## config.mk

```make
export PLATFORM = sky130hd
export DESIGN_NAME = rom_loader
export DESIGN_NICKNAME = d
export VERILOG_FILES = /design/src/rtl/hack_rom_loader_pkg.sv /design/src/rtl/sync_2ff.sv /design/src/rtl/rom_loader.sv
export SDC_FILE = /design/constraint.sdc
export NUM_CORES = 1
export LEC_CHECK = 0
export BUFFER_PORTS_ARGS = -buffer_cell sky130_fd_sc_hd__buf_2
export CAP_MARGIN = 30
export CORE_MARGIN = 8
export CORE_UTILIZATION = 47
export CTS_CLUSTER_SIZE = 16
export DETAILED_ROUTE_END_ITERATION = 12
export PLACE_DENSITY = 0.72
export SYNTH_ARGS = -nofsm -noshare
export SYNTH_HDL_FRONTEND = slang
export SYNTH_HIERARCHICAL = 1
export SYNTH_SLANG_ARGS = --single-unit
```

## constraint.sdc

```tcl
create_clock -name clk -period 3.3 [get_ports clk]
set_input_delay 0.165 -clock clk [delete_from_list [all_inputs] [get_ports clk]]
set_output_delay 0.165 -clock clk [all_outputs]
set_load 0.1 [all_outputs]
```

## src/rtl/hack_rom_loader_pkg.sv

```systemverilog
// hack_rom_loader_pkg: default ROM widths and loader FSM state encoding
package hack_rom_loader_pkg;
    localparam int DATA_WIDTH_DEF = 16;
    localparam int ADDR_WIDTH_DEF = 15;
    typedef enum logic [1:0] {IDLE, WAIT_SCK, WRITE, ACK_HOLD} state_t;
endpackage

```

## src/rtl/sync_2ff.sv

```systemverilog
// sync_2ff: single-bit two-flop synchronizer
// Ports: clk, reset (async, active-high), d (async input), q (synchronized output)
module sync_2ff (
    input  logic clk,
    input  logic reset,
    input  logic d,
    output logic q
);
    logic meta;
    always_ff @(posedge clk or posedge reset)
        if (reset) {q, meta} <= 2'b00;
        else       {q, meta} <= {meta, d};
endmodule

```

## src/rtl/rom_loader.sv

```systemverilog
// rom_loader: loads ROM words from an asynchronous load/sck/ack handshake
// Ports: clk, reset (async, active-high); rom_loader_load/_data/_sck in, rom_loader_ack out;
//        rom_write_enable/rom_address/rom_write_data drive the ROM write port;
//        loading (session active), word_count (words written), overflow (sticky, ROM full)
module rom_loader
    import hack_rom_loader_pkg::*;
#(
    parameter int DATA_WIDTH = DATA_WIDTH_DEF,
    parameter int ADDR_WIDTH = ADDR_WIDTH_DEF
) (
    input  logic                  clk,
    input  logic                  reset,
    input  logic                  rom_loader_load,
    input  logic [DATA_WIDTH-1:0] rom_loader_data,
    input  logic                  rom_loader_sck,
    output logic                  rom_loader_ack,
    output logic                  rom_write_enable,
    output logic [ADDR_WIDTH-1:0] rom_address,
    output logic [DATA_WIDTH-1:0] rom_write_data,
    output logic                  loading,
    output logic [ADDR_WIDTH:0]   word_count,
    output logic                  overflow
);
    logic load_s, sck_s, load_q, sck_q, load_rise, sck_rise, full;
    state_t state, next_state;

    sync_2ff u_load_sync (.clk(clk), .reset(reset), .d(rom_loader_load), .q(load_s));
    sync_2ff u_sck_sync  (.clk(clk), .reset(reset), .d(rom_loader_sck),  .q(sck_s));

    // Edge pulses are registered, so a rising sck acts two cycles after it is synchronized.
    always_ff @(posedge clk or posedge reset)
        if (reset) {load_q, sck_q, load_rise, sck_rise} <= 4'b0000;
        else       {load_q, sck_q, load_rise, sck_rise} <= {load_s, sck_s, load_s & ~load_q, sck_s & ~sck_q};

    assign full             = word_count[ADDR_WIDTH];
    assign loading          = state != IDLE;
    assign rom_write_enable = state == WRITE && !full;

    always_comb begin
        next_state = state;
        unique case (state)
            IDLE:     next_state = load_rise ? WAIT_SCK : IDLE;
            WAIT_SCK: next_state = !load_s ? IDLE : sck_rise ? WRITE : WAIT_SCK;
            WRITE:    next_state = load_s ? ACK_HOLD : IDLE;
            ACK_HOLD: next_state = !load_s ? IDLE : !sck_s ? WAIT_SCK : ACK_HOLD;
        endcase
    end

    always_ff @(posedge clk or posedge reset)
        if (reset) begin
            state          <= IDLE;
            rom_loader_ack <= 1'b0;
            rom_address    <= '0;
            rom_write_data <= '0;
            word_count     <= '0;
            overflow       <= 1'b0;
        end else begin
            state <= next_state;
            if (state == IDLE && load_rise) begin
                rom_address <= '0;
                word_count  <= '0;
                overflow    <= 1'b0;
            end
            if (state == WAIT_SCK && load_s && sck_rise) rom_write_data <= rom_loader_data;
            if (state == WRITE) begin
                rom_loader_ack <= load_s;
                if (full) overflow <= 1'b1;
                else begin
                    word_count <= word_count + 1'b1;
                    // the last address is held rather than wrapping to 0
                    if (!(&rom_address)) rom_address <= rom_address + 1'b1;
                end
            end
            if (state == ACK_HOLD && (!load_s || !sck_s)) rom_loader_ack <= 1'b0;
        end
endmodule

```

==> results of run 1 <==
worst max-delay path by stage:
stage	slack, ns	to
floorplan	0.69	rom_address[13]$_DFF_PP0_
global placement	1.26	word_count[10]$_DFF_PP0_
detailed placement	1.22	word_count[10]$_DFF_PP0_
CTS	0.92	rom_write_enable
global route	0.82	rom_write_enable
finish	0.92	rom_write_enable
worst register-to-register path: cells and delay by family (launching register included):
kind | cells | cell delay (ns)
and+or+nand+nor | 3 | 1.10
DFF | 1 | 0.46
buffers and inverters | 1 | 0.28
muxes | 1 | 0.20
through the flow:
| stage | std cells | total power, W | hold WS, ns |
|---|---|---|---|
| 2_1_floorplan | 251 | 0.001653 | -0.09382 |
| 3_3_place_gp | 389 | 0.001791 | 0.04461 |
| 3_5_place_dp | 389 | 0.001802 | 0.04451 |
| 4_1_cts | 408 | 0.002482 | 0.05687 |
| 5_1_grt | 408 | 0.002545 | 0.05851 |
| 6_report | 408 | 0.002455 | 0.07076 |
cell type report:
| type | instances | area, sq um | area share [%] |
|---|---|---|---|
| multi-input cells | 173 | 1202 | 35.30 |
| clock inverters | 4 | 48.80 | 1.433 |
| flip-flops and latches | 59 | 1476 | 43.35 |
| inverters | 11 | 41.29 | 1.212 |
| repair buffers | 74 | 387.9 | 11.39 |
| well taps | 75 | 93.84 | 2.755 |
| clock buffers | 12 | 155.1 | 4.555 |
flip-flops by register name (all words and copies together), names as in the netlist:
signal,count
rom_write_data,16
word_count,16
rom_address,15
state,2
load_q,1
load_rise,1
overflow,1
rom_loader_ack,1
sck_q,1
sck_rise,1
u_load_sync/meta,1
u_load_sync/q,1
u_sck_sync/meta,1
u_sck_sync/q,1
repair_timing:
| item | in CTS | in global routing |
|---|---|---|
| hold buffers | 3 | 0 |
| endpoints found under the hold margin | 6 | 0 |
| gates resized for setup | 0 | 0 |
cell families (layout without fill, tap and decap cells):
family / after synthesis / count (layout)
compound gates: 48 / 48
xor+xnor: 1 / 1
fa+ha+maj: 2 / 2
buf+inv: 19 / 101
flops: 59 / 59
mux: 24 / 24
simple gates: 98 / 98
power groups by stage:
stage               Clock [W]  Combinational [W]  Sequential (W)
finish               0.000672           0.000916        0.000867
global route         0.000716           0.000949        0.000881
CTS                  0.000689           0.000924        0.000868
detailed placement          0           0.000921        0.000882
global placement            0           0.000917        0.000875
floorplan                   0           0.000150         0.00150
routing by layer:
layer / GRT usage (%) / wire length [microns] / up-vias
li1: - / - / 1099
met2: 23.96 / 3036 / 84
met4: 4.698 / 46 / 0
met1: 18.94 / 2776 / 1105
met5: 0 / 0 / -
met3: 5.259 / 501 / 6
layout by cell type, fill, tap and decap left out, drive strengths merged, types with 2 or more instances in the layout:
cell type / netlist / routed
mux2: 17 / 17
dfrtp: 59 / 59
clkinv: 1 / 4
and4: 3 / 3
nand4b: 2 / 2
a21o: 2 / 2
a221o: 8 / 8
and2: 6 / 6
buf: 3 / 71
dlygate4sd3: 0 / 3
nand4: 13 / 13
mux2i: 7 / 7
clkbuf: 5 / 12
nor4: 8 / 8
a22o: 2 / 2
or4: 3 / 3
nor2b: 3 / 3
nand2: 29 / 29
nor3: 8 / 8
o21ai: 13 / 13
inv: 10 / 10
a31oi: 3 / 3
o31ai: 4 / 4
o211ai: 5 / 5
nor2: 8 / 8
a21oi: 7 / 7
nand3: 10 / 10
nor3b: 2 / 2
ha: 2 / 2
==> summary.txt, run 1 <==
Flow run
  • Max-cap viol count: 0

Cells and area
  • Layout cells sized above 1: 34.53%
  • Antenna cell count: 0
  • Area grow syn2layout: 22.61%
  • Fin area: 3406 sq um
  • Nets: 350
  • Fin util: 58.56%
  • Fillers: 520

Place
  • DP Worst Slack: 1.222 ns
  • GP Congestion: 0.8785
  • Dpl hpwl: 4.484 mm
  • Port bufs: 70
  • Post-DP Area: 3172 sq um

Timing
  • RSZ-0062 raised after global routing: no
  • Setup violators final: 0
  • Total negative slack: 0 ns
  • Final min period: 2.384 ns
  • Fin crit share: 72.25%
  • Setup ws final: 0.9158 ns
  • Fmax: 0.4194 GHz
  • Slew HR: 37.50%
  • Worst-margin pin slew: 0.9354 ns
  • Max-slew violation count: 0
  • Final hold vios: 0
  • Fin Clk Skew: 0.01117 ns

Yosys
  • Post-synthesis compound-gate area fraction: 12.48%
  • Post-Syn Area: 2778 sq um
  • Register area share after synthesis: 53.15%
  • Post-synth top area share: 53.15%
  • Simple logic cell fraction of the synthesized area: 20.18%
  • Post-synth cell types: 49
  • Commonest cells in the netlist: dfrtp_1 (59), nand2_1 (29), mux2_2 (17)
  • Primary FF master, synth: dfrtp_1
  • Post-Syn Instances: 251
  • Largest family of logic cells by synthesized area: simple AND/OR/NAND/NOR gates
  • Mux share of post-synthesis cell area: 9.414%
  • Post-synth EDFFs: 0
  • Post-Synth Adder-Cell Area: 0.9009%
  • Yosys reg bits: 59
  • Syn. warnings: 6
  • Ys async rst share: 100.0%
  • XOR/XNOR Fraction of Synth Area: 0.3153%
  • Net Count, Synth: 273
  • Most common cell in the synthesized netlist: dfrtp_1
  • Syn_area_per_cell: 11.07 sq um
  • Synth area leader: dfrtp_1
  • Top post-synthesis cells by area: dfrtp_1 (53%), mux2_2 (6.9%), nand2_1 (3.9%)

Floorplanning
  • IO Count: 71
  • Die Ht: 92.88 microns
  • Initial Utilization: 47.76%
  • Core area: 5816 sq um
  • Site Rows: 28
  • Die area: 8626 sq um
  • Width of the die: 92.88 microns

Clocking
  • CTS root buf: clkbuf_8
  • Clk_lat worst skew: 0.33 ns
  • CTS Buffer Depth: 2
  • Clock sinks: 59
  • H-tree depth: 3
  • Clk pin slew, worst setup/hold paths: 0.07 ns
  • Postcts setup bufs: 0
  • CTS tree: yes
  • Num CTS Buffers: 9

Pwr
  • Comb power frac: 37.3%
  • Worst VDD drop: 0.5146 mV
  • Flop pwr share: 35.3%
  • Clk pwr share: 27.4%
  • Power Density: 720.8 nW/um^2
  • Sw Ratio: 45.12%
  • Leakage: 1.640 nW
  • Int Power: 0.001347 W
  • Switching pwr: 0.001108 W

Detailed routing
  • # DRC: 0
  • Routed vias: 2294
  • DRT iter0 DRCs: 80
  • Final WL: 6.361 mm
  • ANT nets after route: 0
  • Vias per inst: 5.623
  • Initial DRT Pass Iterations: 4
  • Post-DR wirelength/cell: 15.59 microns

Worst hold path
  • WHS Endpoint: rom_write_data[6]$_DFFE_PP0P_
  • Worst Hold Launch: rom_loader_data[6]
  • WHS Path Cells: 2
  • Worst hold path type: in2reg

GRT
  • Vias in the first global route: 2218
  • First-pass GRT wire length: 10.60 mm
  • Largest net degree at the start of global routing: 40
  • Initial antenna violation count: 0
  • Grt ovf: 0
  • Total Routing Usage GR: 15.14%

Worst setup path
  • Critical Path Start Type: register
  • Crit path largest cell delay: 0.66 ns
  • CP max stage cell: or3b_2
  • Critical R2R Capture: word_count[10]$_DFF_PP0_
  • Setup crit end kind: output port
  • CP required: 3.13 ns
  • Worst path top cell family by delay: buffers and inverters
  • Reg2reg path depth: 5
  • Crit path launch: state[0]$_DFF_PP0_
  • Buf/Inv on CP: 2
  • Critical path type: reg2out
  • R2r setup slk: 1.19 ns
  • CP Cell Sequence: or3b_2 > inv_2 > buf_2
  • Reg2reg start: state[0]$_DFF_PP0_
  • CP Max Fanout: 17
  • Arr. time, crit path: 2.22 ns
  • Path length in cells of the critical path: 3

Run status
  • Status: finished clean
No activity file was read; power rests on OpenSTA's default activity.
==> run 2: changes to the inputs <==
--- a/config.mk
+++ b/config.mk
@@ -11,7 +11,7 @@
 export CORE_UTILIZATION = 47
 export CTS_CLUSTER_SIZE = 16
 export DETAILED_ROUTE_END_ITERATION = 12
-export PLACE_DENSITY = 0.72
+export PLACE_DENSITY = 0.75
 export SYNTH_ARGS = -nofsm -noshare
 export SYNTH_HDL_FRONTEND = slang
 export SYNTH_HIERARCHICAL = 1
==> constraint.sdc (replaced) <==
create_clock -name clk -period 2.15 [get_ports clk]
set_input_delay 0.1075 -clock clk [delete_from_list [all_inputs] [get_ports clk]]
set_output_delay 0.1075 -clock clk [all_outputs]
set_load 0.1 [all_outputs]
==> summary.txt, run 2 (same netlist as run 1, synthesis figures left out) <==
Worst setup path
  • Reg2reg start: state[0]$_DFF_PP0_
  • Reg2reg path depth: 4 (-1)
  • Critical Path Start Type: register
  • Buf/Inv on CP: 3 (+1)
  • CP max stage cell: or3b_2
  • Critical R2R Capture: rom_address[14]$_DFF_PP0_
  • Worst path top cell family by delay: simple AND/OR/NAND/NOR gates
  • Crit path launch: state[0]$_DFF_PP0_
  • R2r setup slk: 0.26 ns (-0.93 ns)
  • Arr. time, crit path: 1.87 ns (-0.35 ns)
  • Crit path to: rom_write_enable
  • Path length in cells of the critical path: 4 (+1)
  • CP Max Fanout: 9 (-8)
  • Crit path largest cell delay: 0.53 ns (-0.13 ns)
  • Critical path type: reg2out
  • CP Cell Sequence: or3b_2 > inv_2 > buf_4 > buf_12
  • CP required: 2.04 ns (-1.09 ns)
  • Setup crit end kind: output port

GRT
  • Vias in the first global route: 2377 (+7.2%)
  • Initial antenna violation count: 0 (unchanged)
  • Grt ovf: 0 (unchanged)
  • Total Routing Usage GR: 17.37% (+2.2 points)
  • Largest net degree at the start of global routing: 34 (-15%)
  • First-pass GRT wire length: 11.97 mm (+13%)

Timing
  • Worst Hold Slack: 0.01755 ns (-0.05321 ns)
  • Slew HR: 63.87% (+26 points)
  • Worst-margin pin slew: 0.5411 ns (-0.3943 ns)
  • Final hold vios: 0 (unchanged)
  • Fin crit share: 91.87%
  • Max-slew violation count: 0 (unchanged)
  • Setup violators final: 0 (unchanged)
  • RSZ-0062 raised after global routing: no
  • Fmax: 0.5063 GHz
  • Fin Clk Skew: 0.009989 ns (-0.001178 ns)
  • Final min period: 1.975 ns

Pwr
  • Post-layout power: 0.003823 W (+56%)
  • Leakage: 1.712 nW (+4.4%)
  • Power Density: 1041 nW/um^2 (+44%)
  • Worst VDD drop: 0.9730 mV (+89%)

Clocking
  • CTS Buffer Depth: 2 (unchanged)
  • CTS root buf: clkbuf_8
  • CTS tree: yes
  • Num CTS Buffers: 9 (unchanged)
  • Clock sinks: 59 (unchanged)
  • Clk pin slew, worst setup/hold paths: 0.07 ns (about the same)
  • H-tree depth: 3 (unchanged)
  • Clk_lat worst skew: 0.34 ns (about the same)

Cells and area
  • Most common cell after layout, fill and taps aside: buf_2
  • Layout cells sized above 1: 39.44% (+4.9 points)
  • Biggest regs: rom_write_data (16), word_count (16), rom_address (15)
  • Antenna cell count: 0 (unchanged)
  • Fin util: 63.15% (+4.6 points)
  • Commonest non-fill, non-tap cells in the layout: buf_2 (69), dfrtp_1 (43), nand2_1 (29), dlygate4sd3_1 (18), mux2_2 (17)
  • Area grow syn2layout: 32.21%
  • Nets: 372 (+6.3%)

Floorplanning
  • Die area: 8626 sq um (unchanged)
  • Core area: 5816 sq um (unchanged)
  • Width of the die: 92.88 microns (unchanged)
  • Initial Utilization: 47.76% (unchanged)
  • Site Rows: 28 (unchanged)
  • IO Count: 71 (unchanged)
  • Die Ht: 92.88 microns (unchanged)

Detailed routing
  • Post-DR wirelength/cell: 16.37 microns (+5.0%)
  • Initial DRT Pass Iterations: 4 (unchanged)
  • # DRC: 0 (unchanged)
  • Vias per inst: 5.514 (-1.9%)
  • Final WL: 7.039 mm (+11%)
  • ANT nets after route: 0 (unchanged)
  • Routed vias: 2371 (+3.4%)
  • DRT iter0 DRCs: 145 (+81%)

Run status
  • Status: finished clean

Place
  • Port bufs: 70 (unchanged)
  • GP Congestion: 0.8739 (-0.52%)
  • Dpl hpwl: 4.691 mm (+4.6%)

Worst hold path
  • Worst hold path type: in2reg

Flow run
  • Max-cap viol count: 0 (unchanged)
-- run 2: worst min path at each step --
stage,from,to,slack (ns),cells after the start
finish,rom_loader_data[4],rom_write_data[4]$_DFFE_PP0P_,0.02,2
global route,rom_loader_data[4],rom_write_data[4]$_DFFE_PP0P_,0.01,2
CTS,rom_loader_data[4],rom_write_data[4]$_DFFE_PP0P_,0.004,2
detailed placement,reset,u_load_sync/q$_DFF_PP0_,-0.01,2
global placement,reset,u_sck_sync/meta$_DFF_PP0_,-0.02,2
floorplan,reset,u_load_sync/meta$_DFF_PP0_,-0.15,1
-- run 2: power breakdown --
group / internal [W] / switching, W / total [W] / leakage (nW)
Sequential: 0.00125 / 0.0000914 / 0.00134 / 0.738
Combinational: 0.000253 / 0.00120 / 0.00145 / 0.872
Clock: 0.000566 / 0.000459 / 0.00102 / 0.102
Total: 0.00207 / 0.00175 / 0.00382 / 1.71
-- run 2: cell type report --
type                    instances  area [sq um]
clock inverters                 6         65.06
flip-flops and latches         59          1496
multi-input cells             173          1220
well taps                      75         93.84
clock buffers                  10         137.6
inverters                      11         41.29
fillers                       482          2143
repair buffers                 96         618.1
-- run 2: stage by stage --
step	instances	area (sq um)	setup WS, ns	TNS, ns
CTS	430	3672	0.1718	0
finish	430	3672	0.1748	0
floorplan	251	2831	-0.01826	-0.05866
detailed placement	396	3289	0.2754	0
global placement	396	3289	0.3154	0
global route	430	3672	0.09956	0
-- run 2: repair_timing --
| action | 4_1_cts | 5_1_grt |
|---|---|---|
| endpoints found under the hold margin | 43 | 0 |
| gates resized for setup | 0 | 0 |
| hold buffers | 18 | 0 |
| setup buffers | 0 | 0 |
-- run 2: layer usage --
layer | vias up | GRT usage [%] | share of wire (%)
li1 | 1142 | - | -
met1 | 1143 | 21.71 | 44
met2 | 73 | 26.92 | 47
met3 | 13 | 4.450 | 5.8
met4 | 0 | 9.396 | 2.4
met5 | - | 0 | 0
